`src/rtl/aes_pkg.sv`:
```
// Shared AES helpers: key-length geometry, rcon stepping, expander state and
// the InvMixColumns column transform also used by the decrypt rounds.
package aes_pkg;

  typedef enum logic [1:0] {
    ST_IDLE,
    ST_GEN,
    ST_HOLD
  } ks_state_e;

  localparam logic [7:0] RCON_INIT = 8'h01;

  function automatic int nk_of(input int key_bits);
    return key_bits / 32;
  endfunction

  function automatic int nr_of(input int key_bits);
    return key_bits / 32 + 6;
  endfunction

  function automatic logic [7:0] xtime(input logic [7:0] b);
    return {b[6:0], 1'b0} ^ (b[7] ? 8'h1b : 8'h00);
  endfunction

  function automatic logic [7:0] mul9(input logic [7:0] b);
    return xtime(xtime(xtime(b))) ^ b;
  endfunction

  function automatic logic [7:0] mul11(input logic [7:0] b);
    return xtime(xtime(xtime(b))) ^ xtime(b) ^ b;
  endfunction

  function automatic logic [7:0] mul13(input logic [7:0] b);
    return xtime(xtime(xtime(b))) ^ xtime(xtime(b)) ^ b;
  endfunction

  function automatic logic [7:0] mul14(input logic [7:0] b);
    return xtime(xtime(xtime(b))) ^ xtime(xtime(b)) ^ xtime(b);
  endfunction

  // Byte 0 of the column sits in bits [31:24].
  function automatic logic [31:0] inv_mix_col(input logic [31:0] c);
    logic [7:0] a0, a1, a2, a3;
    a0 = c[31:24];
    a1 = c[23:16];
    a2 = c[15:8];
    a3 = c[7:0];
    return {mul14(a0) ^ mul11(a1) ^ mul13(a2) ^ mul9(a3),
            mul9(a0)  ^ mul14(a1) ^ mul11(a2) ^ mul13(a3),
            mul13(a0) ^ mul9(a1)  ^ mul14(a2) ^ mul11(a3),
            mul11(a0) ^ mul13(a1) ^ mul9(a2)  ^ mul14(a3)};
  endfunction

endpackage

```
`src/rtl/aes_sbox.sv`:
```
// Combinational AES forward S-box, one byte in and one byte out.
module aes_sbox (
  input  logic [7:0] a_i,
  output logic [7:0] s_o
);

  // Entry 0 occupies the top byte; ~a_i turns the byte value into an LSB-first offset.
  localparam logic [2047:0] SBOX_TBL = {
    128'h637c777bf26b6fc53001672bfed7ab76,
    128'hca82c97dfa5947f0add4a2af9ca472c0,
    128'hb7fd9326363ff7cc34a5e5f171d83115,
    128'h04c723c31896059a071280e2eb27b275,
    128'h09832c1a1b6e5aa0523bd6b329e32f84,
    128'h53d100ed20fcb15b6acbbe394a4c58cf,
    128'hd0efaafb434d338545f9027f503c9fa8,
    128'h51a3408f929d38f5bcb6da2110fff3d2,
    128'hcd0c13ec5f974417c4a77e3d645d1973,
    128'h60814fdc222a908846eeb814de5e0bdb,
    128'he0323a0a4906245cc2d3ac629195e479,
    128'he7c8376d8dd54ea96c56f4ea657aae08,
    128'hba78252e1ca6b4c6e8dd741f4bbd8b8a,
    128'h703eb5664803f60e613557b986c11d9e,
    128'he1f8981169d98e949b1e87e9ce5528df,
    128'h8ca1890dbfe6426841992d0fb054bb16
  };

  assign s_o = SBOX_TBL[{~a_i, 3'b000} +: 8];

endmodule

```
`src/rtl/aes_key_schedule.sv`:
```
// AES key expander: one schedule word per cycle, round keys 0..Nr on a valid/ready stream.
// Define AES_KEY_SCHED_EQINV_EN to add dec_mode and equivalent-inverse round key output.
module aes_key_schedule
  import aes_pkg::*;
#(
  parameter int KEY_BITS = 128
) (
  input  logic                clk,
  input  logic                reset,
  input  logic                start,
  input  logic [KEY_BITS-1:0] key,
`ifdef AES_KEY_SCHED_EQINV_EN
  input  logic                dec_mode,
`endif
  output logic                ready,
  output logic                rk_valid,
  input  logic                rk_ready,
  output logic [127:0]        rk,
  output logic [3:0]          rk_idx,
  output logic                rk_last
);

  localparam int         NK    = nk_of(KEY_BITS);
  localparam int         NR    = nr_of(KEY_BITS);
  localparam logic [5:0] NK_W  = 6'(NK);
  localparam logic [2:0] NK_M1 = 3'(NK - 1);
  localparam logic [3:0] NR_I  = 4'(NR);

  ks_state_e    state_q, state_d;
  logic [31:0]  win_q [NK];
  logic [31:0]  win_d [NK];
  logic [31:0]  stg_q [3];
  logic [31:0]  stg_d [3];
  logic [5:0]   i_q, i_d;
  logic [2:0]   m_q, m_d;
  logic [7:0]   rcon_q, rcon_d;
  logic [127:0] rk_q, rk_d;
  logic [3:0]   idx_q, idx_d;

  logic [31:0]  prev_w, sub_in, sub_w, word;
  logic [127:0] grp, grp_out;
  logic         gen_en;

  // win_q[0] is w[i-Nk], win_q[NK-1] is w[i-1]; during the first Nk cycles the
  // window simply rotates the key words through so the steady-state taps line up.
  assign prev_w = win_q[NK-1];
  assign sub_in = (m_q == 3'd0) ? {prev_w[23:0], prev_w[31:24]} : prev_w;

  for (genvar b = 0; b < 4; b++) begin : g_subword
    aes_sbox u_sbox (
      .a_i (sub_in[8*b +: 8]),
      .s_o (sub_w[8*b +: 8])
    );
  end

  always_comb begin
    word = win_q[0] ^ prev_w;
    if (i_q < NK_W) begin
      word = win_q[0];
    end else if (m_q == 3'd0) begin
      word = win_q[0] ^ sub_w ^ {rcon_q, 24'h0};
    end else if (NK == 8 && m_q == 3'd4) begin
      word = win_q[0] ^ sub_w;
    end
  end

  assign grp     = {stg_q[0], stg_q[1], stg_q[2], word};
  assign rk_last = (idx_q == NR_I);
  // The word opening the next group is produced on the same edge the key is taken.
  assign gen_en  = (state_q == ST_GEN) ||
                   (state_q == ST_HOLD && rk_ready && !rk_last);

`ifdef AES_KEY_SCHED_EQINV_EN
  logic dec_q, dec_d;

  always_comb begin
    grp_out = grp;
    if (dec_q && idx_q != 4'd0 && idx_q != NR_I) begin
      grp_out = {inv_mix_col(grp[127:96]), inv_mix_col(grp[95:64]),
                 inv_mix_col(grp[63:32]),  inv_mix_col(grp[31:0])};
    end
  end

  always_comb begin
    dec_d = dec_q;
    if (state_q == ST_IDLE && start) dec_d = dec_mode;
  end

  always_ff @(posedge clk or posedge reset) begin
    if (reset) dec_q <= 1'b0;
    else       dec_q <= dec_d;
  end
`else
  assign grp_out = grp;
`endif

  always_comb begin
    state_d = state_q;
    win_d   = win_q;
    stg_d   = stg_q;
    i_d     = i_q;
    m_d     = m_q;
    rcon_d  = rcon_q;
    rk_d    = rk_q;
    idx_d   = idx_q;

    case (state_q)
      ST_IDLE: begin
        if (start) begin
          for (int j = 0; j < NK; j++) win_d[j] = key[KEY_BITS-1-32*j -: 32];
          i_d     = 6'd0;
          m_d     = 3'd0;
          rcon_d  = RCON_INIT;
          idx_d   = 4'd0;
          state_d = ST_GEN;
        end
      end
      ST_HOLD: begin
        if (rk_ready) begin
          if (rk_last) begin
            state_d = ST_IDLE;
          end else begin
            idx_d   = idx_q + 4'd1;
            state_d = ST_GEN;
          end
        end
      end
      default: ;
    endcase

    if (gen_en) begin
      for (int j = 0; j < NK - 1; j++) win_d[j] = win_q[j+1];
      win_d[NK-1] = word;
      stg_d[0]    = stg_q[1];
      stg_d[1]    = stg_q[2];
      stg_d[2]    = word;
      i_d         = i_q + 6'd1;
      m_d         = (m_q == NK_M1) ? 3'd0 : m_q + 3'd1;
      if (i_q >= NK_W && m_q == 3'd0) rcon_d = xtime(rcon_q);
      if (i_q[1:0] == 2'b11) begin
        rk_d    = grp_out;
        state_d = ST_HOLD;
      end
    end
  end

  always_ff @(posedge clk or posedge reset) begin
    if (reset) begin
      state_q <= ST_IDLE;
      for (int j = 0; j < NK; j++) win_q[j] <= '0;
      for (int j = 0; j < 3; j++) stg_q[j] <= '0;
      i_q     <= '0;
      m_q     <= '0;
      rcon_q  <= '0;
      rk_q    <= '0;
      idx_q   <= '0;
    end else begin
      state_q <= state_d;
      win_q   <= win_d;
      stg_q   <= stg_d;
      i_q     <= i_d;
      m_q     <= m_d;
      rcon_q  <= rcon_d;
      rk_q    <= rk_d;
      idx_q   <= idx_d;
    end
  end

  assign ready    = (state_q == ST_IDLE);
  assign rk_valid = (state_q == ST_HOLD);
  assign rk       = rk_q;
  assign rk_idx   = idx_q;

endmodule

```
`config.mk`:
```
export PLATFORM = sky130hd
export DESIGN_NAME = aes_key_schedule
export DESIGN_NICKNAME = d
export VERILOG_FILES = /design/src/rtl/aes_pkg.sv /design/src/rtl/aes_sbox.sv /design/src/rtl/aes_key_schedule.sv
export SDC_FILE = /design/constraint.sdc
export NUM_CORES = 2
export LEC_CHECK = 0
export ABC_AREA = 1
export ABC_CLOCK_PERIOD_IN_PS = 18600
export CAP_MARGIN = 20
export CORE_MARGIN = 2
export CORE_UTILIZATION = 45
export CTS_CLUSTER_DIAMETER = 100
export DETAILED_ROUTE_END_ITERATION = 12
export PLACE_DENSITY = 0.65
export SKIP_LAST_GASP = 1
export SYNTH_ARGS = -nofsm -noshare
export SYNTH_HDL_FRONTEND = slang
export SYNTH_SLANG_ARGS = --single-unit
```
`constraint.sdc`:
```
create_clock -name clk -period 18.6 [get_ports clk]
set_clock_uncertainty 0.1 [all_clocks]
set_input_delay 3.72 -clock clk [delete_from_list [all_inputs] [get_ports clk]]
set_output_delay 3.72 -clock clk [all_outputs]
set_load 0.03 [all_outputs]
```
# Word-level counts from Yosys, hierarchy flattened
# Cells that the tools add are included.
[word_totals] elab_cells=79 ff_bits=375 input_bits=132
[classes] eq_ne=8 shifts=4 bitwise_logic=8 n_reduce_logical=13 order_cmp=2 add_sub_neg=3 n_mux=28
[ops] cell="$shiftx A2048 B12 Y8 const A" count=4
[ops] cell="$mux W128" count=3
[ops] cell="$mux W32" count=3
[ops] cell="$xor A32 B32 Y32" count=3
[ops] cell="$mux W8" count=4
[ops] cell="$not A8 Y8" count=4
[ops] cell="$mux W6" count=3
[ops] cell="$mux W3" count=4
[ops] cell="$mux W4" count=3
[ops] cell="$mux W2" count=4
[ops] cell="$pmux W4 S2" count=1
[ops] cell="$xor A8 B5 Y8" count=1
[ops] cell="$add A6 B1 Y6 const B" count=1
[ops] cell="$ge A6 B3 Y1 const B" count=1
[ops] cell="$lt A6 B3 Y1 const B" count=1
[ops] cell="$reduce_bool A2 Y1" count=3
[ops] cell="$mux W5" count=1
[ops] cell="$add A4 B1 Y4 const B" count=1
[ops] cell="$eq A2 B2 Y1 const B" count=2
[ops] cell="$eq A4 B4 Y1 const B" count=1
[ops] cell="$ne A2 B2 Y1 const B" count=2
[ops] cell="$pmux W2 S2" count=1
[ops] cell="$reduce_and A2 Y1" count=2
[ops] cell="$reduce_and A4 Y1" count=1
[ops] cell="10 further kinds" count=12

# Logic depth before layout (Yosys ltp)
[logic_depth] word_depth=9 depth_mapped=26

# Cells and area by module
# Synthesis repeated with hierarchy kept, for this count alone.
[hier_totals] cells_unflattened=4543 hier_area_um2=28100.7
[by_module_without_submodules] mod="aes_key_schedule" instances=1 cells_per_inst=2039 area_each_um2=16454.5
[by_module_without_submodules] mod="aes_sbox" instances=4 cells_per_inst=626 area_each_um2=2911.5

# Least setup slack after synthesis
# Ideal clock, no wire load.
[synth_path] path_type="in2reg" startpoint="input port rk_ready" endpoint="register stg_q (netlist bit grp[32])" required_time_ps=18434 stages=8 setup_ps=66 slack_ps=13425 arrival_time_ps=5009 cell_sequence="nand3_1 > o21ai_1 > inv_1 > clkbuf_1 > clkbuf_1 > clkbuf_1 > nand2_1 > nand2_1"
[synth_between] elab_chain_cells=3
[synth_rtl] item="start, declared" line="aes_key_schedule.sv:17" source="input logic rk_ready,"
[synth_rtl] item="$logic_and A1 B1 Y1 (2 in series)" line="aes_key_schedule.sv:71" source="(state_q == ST_HOLD && rk_ready && !rk_last);"
[synth_rtl] item="$logic_or A1 B1 Y1" line="aes_key_schedule.sv:70" source="assign gen_en = (state_q == ST_GEN) ||"
[synth_rtl] item="end signal, assigned" line="aes_key_schedule.sv:160" source="stg_q <= stg_d;"
[synth_rtl] item="end, declared" line="aes_key_schedule.sv:32" source="logic [31:0] stg_q [3];"
# Every way passes these cells.
# A chain may end at the register's enable or synchronous reset.

# Worst setup path after layout
[layout_path] startpoint="input port rk_ready" endpoint="register win_q[115] (netlist name)"
[layout_between] elab_chain_cells=5 word_cells_on_any_way=7 cone_classes="1 x mux; 6 x reduce/logical"
[layout_rtl] item="$logic_and A1 B1 Y1 * (2 in series)" line="aes_key_schedule.sv:71"
[layout_rtl] item="$logic_or A1 B1 Y1 *" line="aes_key_schedule.sv:70"
[layout_rtl] item="$reduce_bool A2 Y1 (no source line)"
[layout_rtl] item="$reduce_and A2 Y1 (no source line)"
[layout_rtl] item="end signal, assigned" line="aes_key_schedule.sv:159" source="win_q <= win_d;"
[layout_rtl] item="end, declared" line="aes_key_schedule.sv:30" source="logic [31:0] win_q [NK];"
# Mark *: on every way between the ends. The rest lies on a longest branch, timed or not.

==> metrics.md <==
| Metric | Value |
|---|---|
| Vias per inst | 6.14 |
| Avg Synthesized Cell Area | 6.36 um2 |
| Max Cap Viol | 0 |
| Critical Path Start Type | input port |
| Terminus of the critical flop-to-flop path | prev_w[18] |
| Unique masters post-synth | 34 |
| Tightest Pin Transition | 1.07 ns |
| Clock Tree Root | clkbuf_16 |
| Status | finished clean |
| Total CTS buffers | 43 |
| Critical Path Most Common Cell | buf_4 |
| Worst path max stage delay | 0.85 ns |
| Slowest stage cell, crit path | buf_4 |
| Final Cycle Share | 38.1% |
| Critical path fanouts, max | 100 |
| Worst setup EP type | flop |
| Post-DP HPWL | 87.2 mm |
| Clock tree from TritonCTS | done |
| Leading cell type in the layout, fill and taps excluded | nand2_1 |
| CP Launch Point | rk_ready |
| Syn. warnings | 0 |
| Global-route wire length before repair | 188 mm |
| Largest net degree at the start of global routing | 113 |
| Io pins | 267 |
| Drt pass-1 iters | 8 |
| Slew margin rel. | 27.9% |
| Post-CTS Hold Buffers | 0 |
| Count of input and output buffers | 266 |
| Antenna violations before repair | 3 |
| Cell types occupying the most area after synthesis | dfrtp_1 (34%), nand2_1 (20%), nand3_1 (20%), o21ai_0 (4.9%), inv_1 (4.2%) |
| Cell accounting for the most synthesized area | dfrtp_1 |
| Area of the mapped netlist | 27800 um2 |
| Number of cells in the finished layout apart from fillers | 5266 |
| Chip Height | 253 um |
| WP depth | 8 |
| Fin. max-slew vios | 0 |
| Initial drt markers | 4802 |
| Final nets | 4629 |
| Die Outline Area | 63800 um2 |
| Most frequent cells in the layout | nand2_1 (1485), nand3_1 (1117), dfrtp_1 (375) |
| Clock latency of the later-clocked register in the worst-skew pair | 0.60 ns |
| Proportion of synthesized chip area in sequential cells | 33.8% |
| Worst min-delay path category | flop to flop |
| Crit Path Category | input port to flop |
| Cell row count | 91 |
| Global placer's final weighted congestion | 1.04 |
| Setup repair after global routing missed its margin | no |
| TNS Setup | 0 ns |
| Post-Route WL | 125 mm |
| Clock Path Buffers | 3 |
| Sink count of the clock tree | 375 |
| Post-synthesis register bit count | 375 |
| Cell-by-cell listing of the critical path | clkdlybuf4s50_1, nand3_1, o21ai_4, buf_4, buf_4, buf_4, a22oi_1, o21ai_0 |
| Total GRT Usage | 38.4% |
| Worst Reg-to-Reg Cells | 24 |
| Proportion of netlist area held by the largest area contributor | 33.8% |
| Fillcell total | 6237 |
| Fraction of final layout cells sized beyond drive strength 1 | 4.05% |
| Buffer and inverter count on the worst path | 4 |
| Cell depth of the worst hold path | 2 |
| DRC errors left | 0 |
| Vias in the first global route | 30.0k |
| Worst setup path end | win_q[115] |
| Antenna Violating Nets Remaining | 0 |
| Post_cts resized | 0 |
| Final Hold Fails | 0 |
| Register-to-register setup slack | 12.69 ns |
| Clock transition at the registers of the reported paths | 0.06 ns |
| WP data required | 19.01 ns |
| Grt ovf | 0 |
| H-Tree Depth | 2 |
| Max Freq | 0.141 GHz |
| Die Wd | 253 um |
| Cell family with most CP delay | buffers and inverters |
| Area added between synthesis and finish | 15.4% |
| Placeable core region | 61400 um2 |
| # placed instances | 5185 |
| R2R Path Start | m_q[0] |
| Arr. time, crit path | 7.50 ns |
| Initial standard-cell utilization of the core | 45.3% |
| Setup Viol. Count Final | 0 |
| Overall via count from detail_route | 32.4k |
| Routed wire per std cell | 23.8 um |
| Buffer count from post-CTS setup fixing | 0 |
| Post-layout min period | 7.09 ns |
| Synthesized Nets | 4555 |
| Gate count of the mapped netlist | 4367 |
## registers in the layout, indices dropped and copies added (netlist names)
register	cells
grp	96
i_q	6
rk	128
prev_w	32
rk_idx	4
rcon_q	8
state_q	2
win_q	96
m_q	3
## area by class of cell
type	instances	area, um2	area share (%)
Antenna cell	4	10.0	0.0312
Clock buffer	58	1200	3.75
Clock inverter	18	251	0.784
Inverter	330	1250	3.90
Multi-Input combinational cell	3375	15900	49.7
Sequential cell	375	9380	29.3
Tap cell	790	988	3.08
Timing Repair Buffer	316	3050	9.51
## metrics by stage
step | util (%) | area [um2] | worst slack, ns | hold WS [ns]
after floorplan | - | 27800 | 4.36 | 0.353
after global placement | 49.9 | 30600 | 11.12 | 0.357
after detailed placement | 49.9 | 30600 | 11.03 | 0.365
after CTS | 52.2 | 32000 | 11.61 | 0.374
after global routing | 52.3 | 32100 | 11.30 | 0.388
final | 52.3 | 32100 | 11.51 | 0.368
## cells in the mapped netlist
master / count
nand2_1: 1490
nand3_1: 1117
dfrtp_1: 375
inv_1: 311
o21ai_0: 272
clkbuf_1: 131
nor2_1: 127
buf_2: 101
a22oi_1: 96
a21oi_1: 58
ha_1: 56
o211ai_1: 48
buf_1: 31
o21ai_1: 23
nand2_2: 22
buf_4: 20
inv_2: 18
nand4_1: 17
xor2_1: 11
nand3b_1: 10
xnor2_1: 9
o21ai_2: 5
buf_6: 4
nand3_2: 3
a21boi_0: 2
a31oi_1: 2
a211oi_1: 1
a21oi_2: 1
and2_1: 1
clkinv_1: 1
nand2_4: 1
nor2_2: 1
nor4_1: 1
o31ai_1: 1
## logic make-up (layout without fill, tap and decap cells)
family          Yosys count  in the layout  synth area share (%)
simple gates           2790           2790                  43.3
xor+xnor                 20             20                 0.630
fa+ha+maj                56             56                  2.52
other cells               0              4                     0
buf+inv                 617            722                  9.17
flops                   375            375                  33.8
compound gates          509            509                  10.6
## per-layer routing
layer | wire length, um | share of wire [%] | global-route usage, % | vias to the layer above
li1 | - | - | - | 14600
met3 | 14800 | 12 | 9.41 | 409
met2 | 53500 | 43 | 56.3 | 2214
met1 | 50400 | 40 | 52.8 | 15100
met5 | 0 | 0 | 0.0772 | -
met4 | 6770 | 5.4 | 18.6 | 0
## worst reg2reg max path: stages (launching register included)
cell	delay (ns)
dfrtp_1	0.38
inv_1	0.09
ha_1	0.88
nand2_4	0.41
buf_4	0.44
nand2_1	0.28
nand2_1	0.48
ha_1	0.56
inv_1	0.07
nand2_1	0.48
nand2_1	0.26
inv_1	0.22
nand2_1	0.12
nand3_1	0.08
nand3_1	0.07
nand2_1	0.19
nand2_1	0.07
nand2_1	0.08
nand3_1	0.08
nand2_1	0.10
nand2_1	0.06
nand2_1	0.07
nand2_1	0.06
nand2_1	0.08
nand2_1	0.06
## worst min path at each step
stage / from / end / slack (ns)
floorplan: grp[68] / grp[100] / 0.35
global placement: grp[93] / grp[125] / 0.36
detailed placement: rk[26] / rk[26] / 0.37
CTS: grp[85] / grp[117] / 0.37
global route: grp[85] / grp[117] / 0.39
finish: grp[85] / grp[117] / 0.37
Power is left out: the tool's default activity adds up to more than one toggle a clock period on the data nets, which glitch-free logic cannot reach.
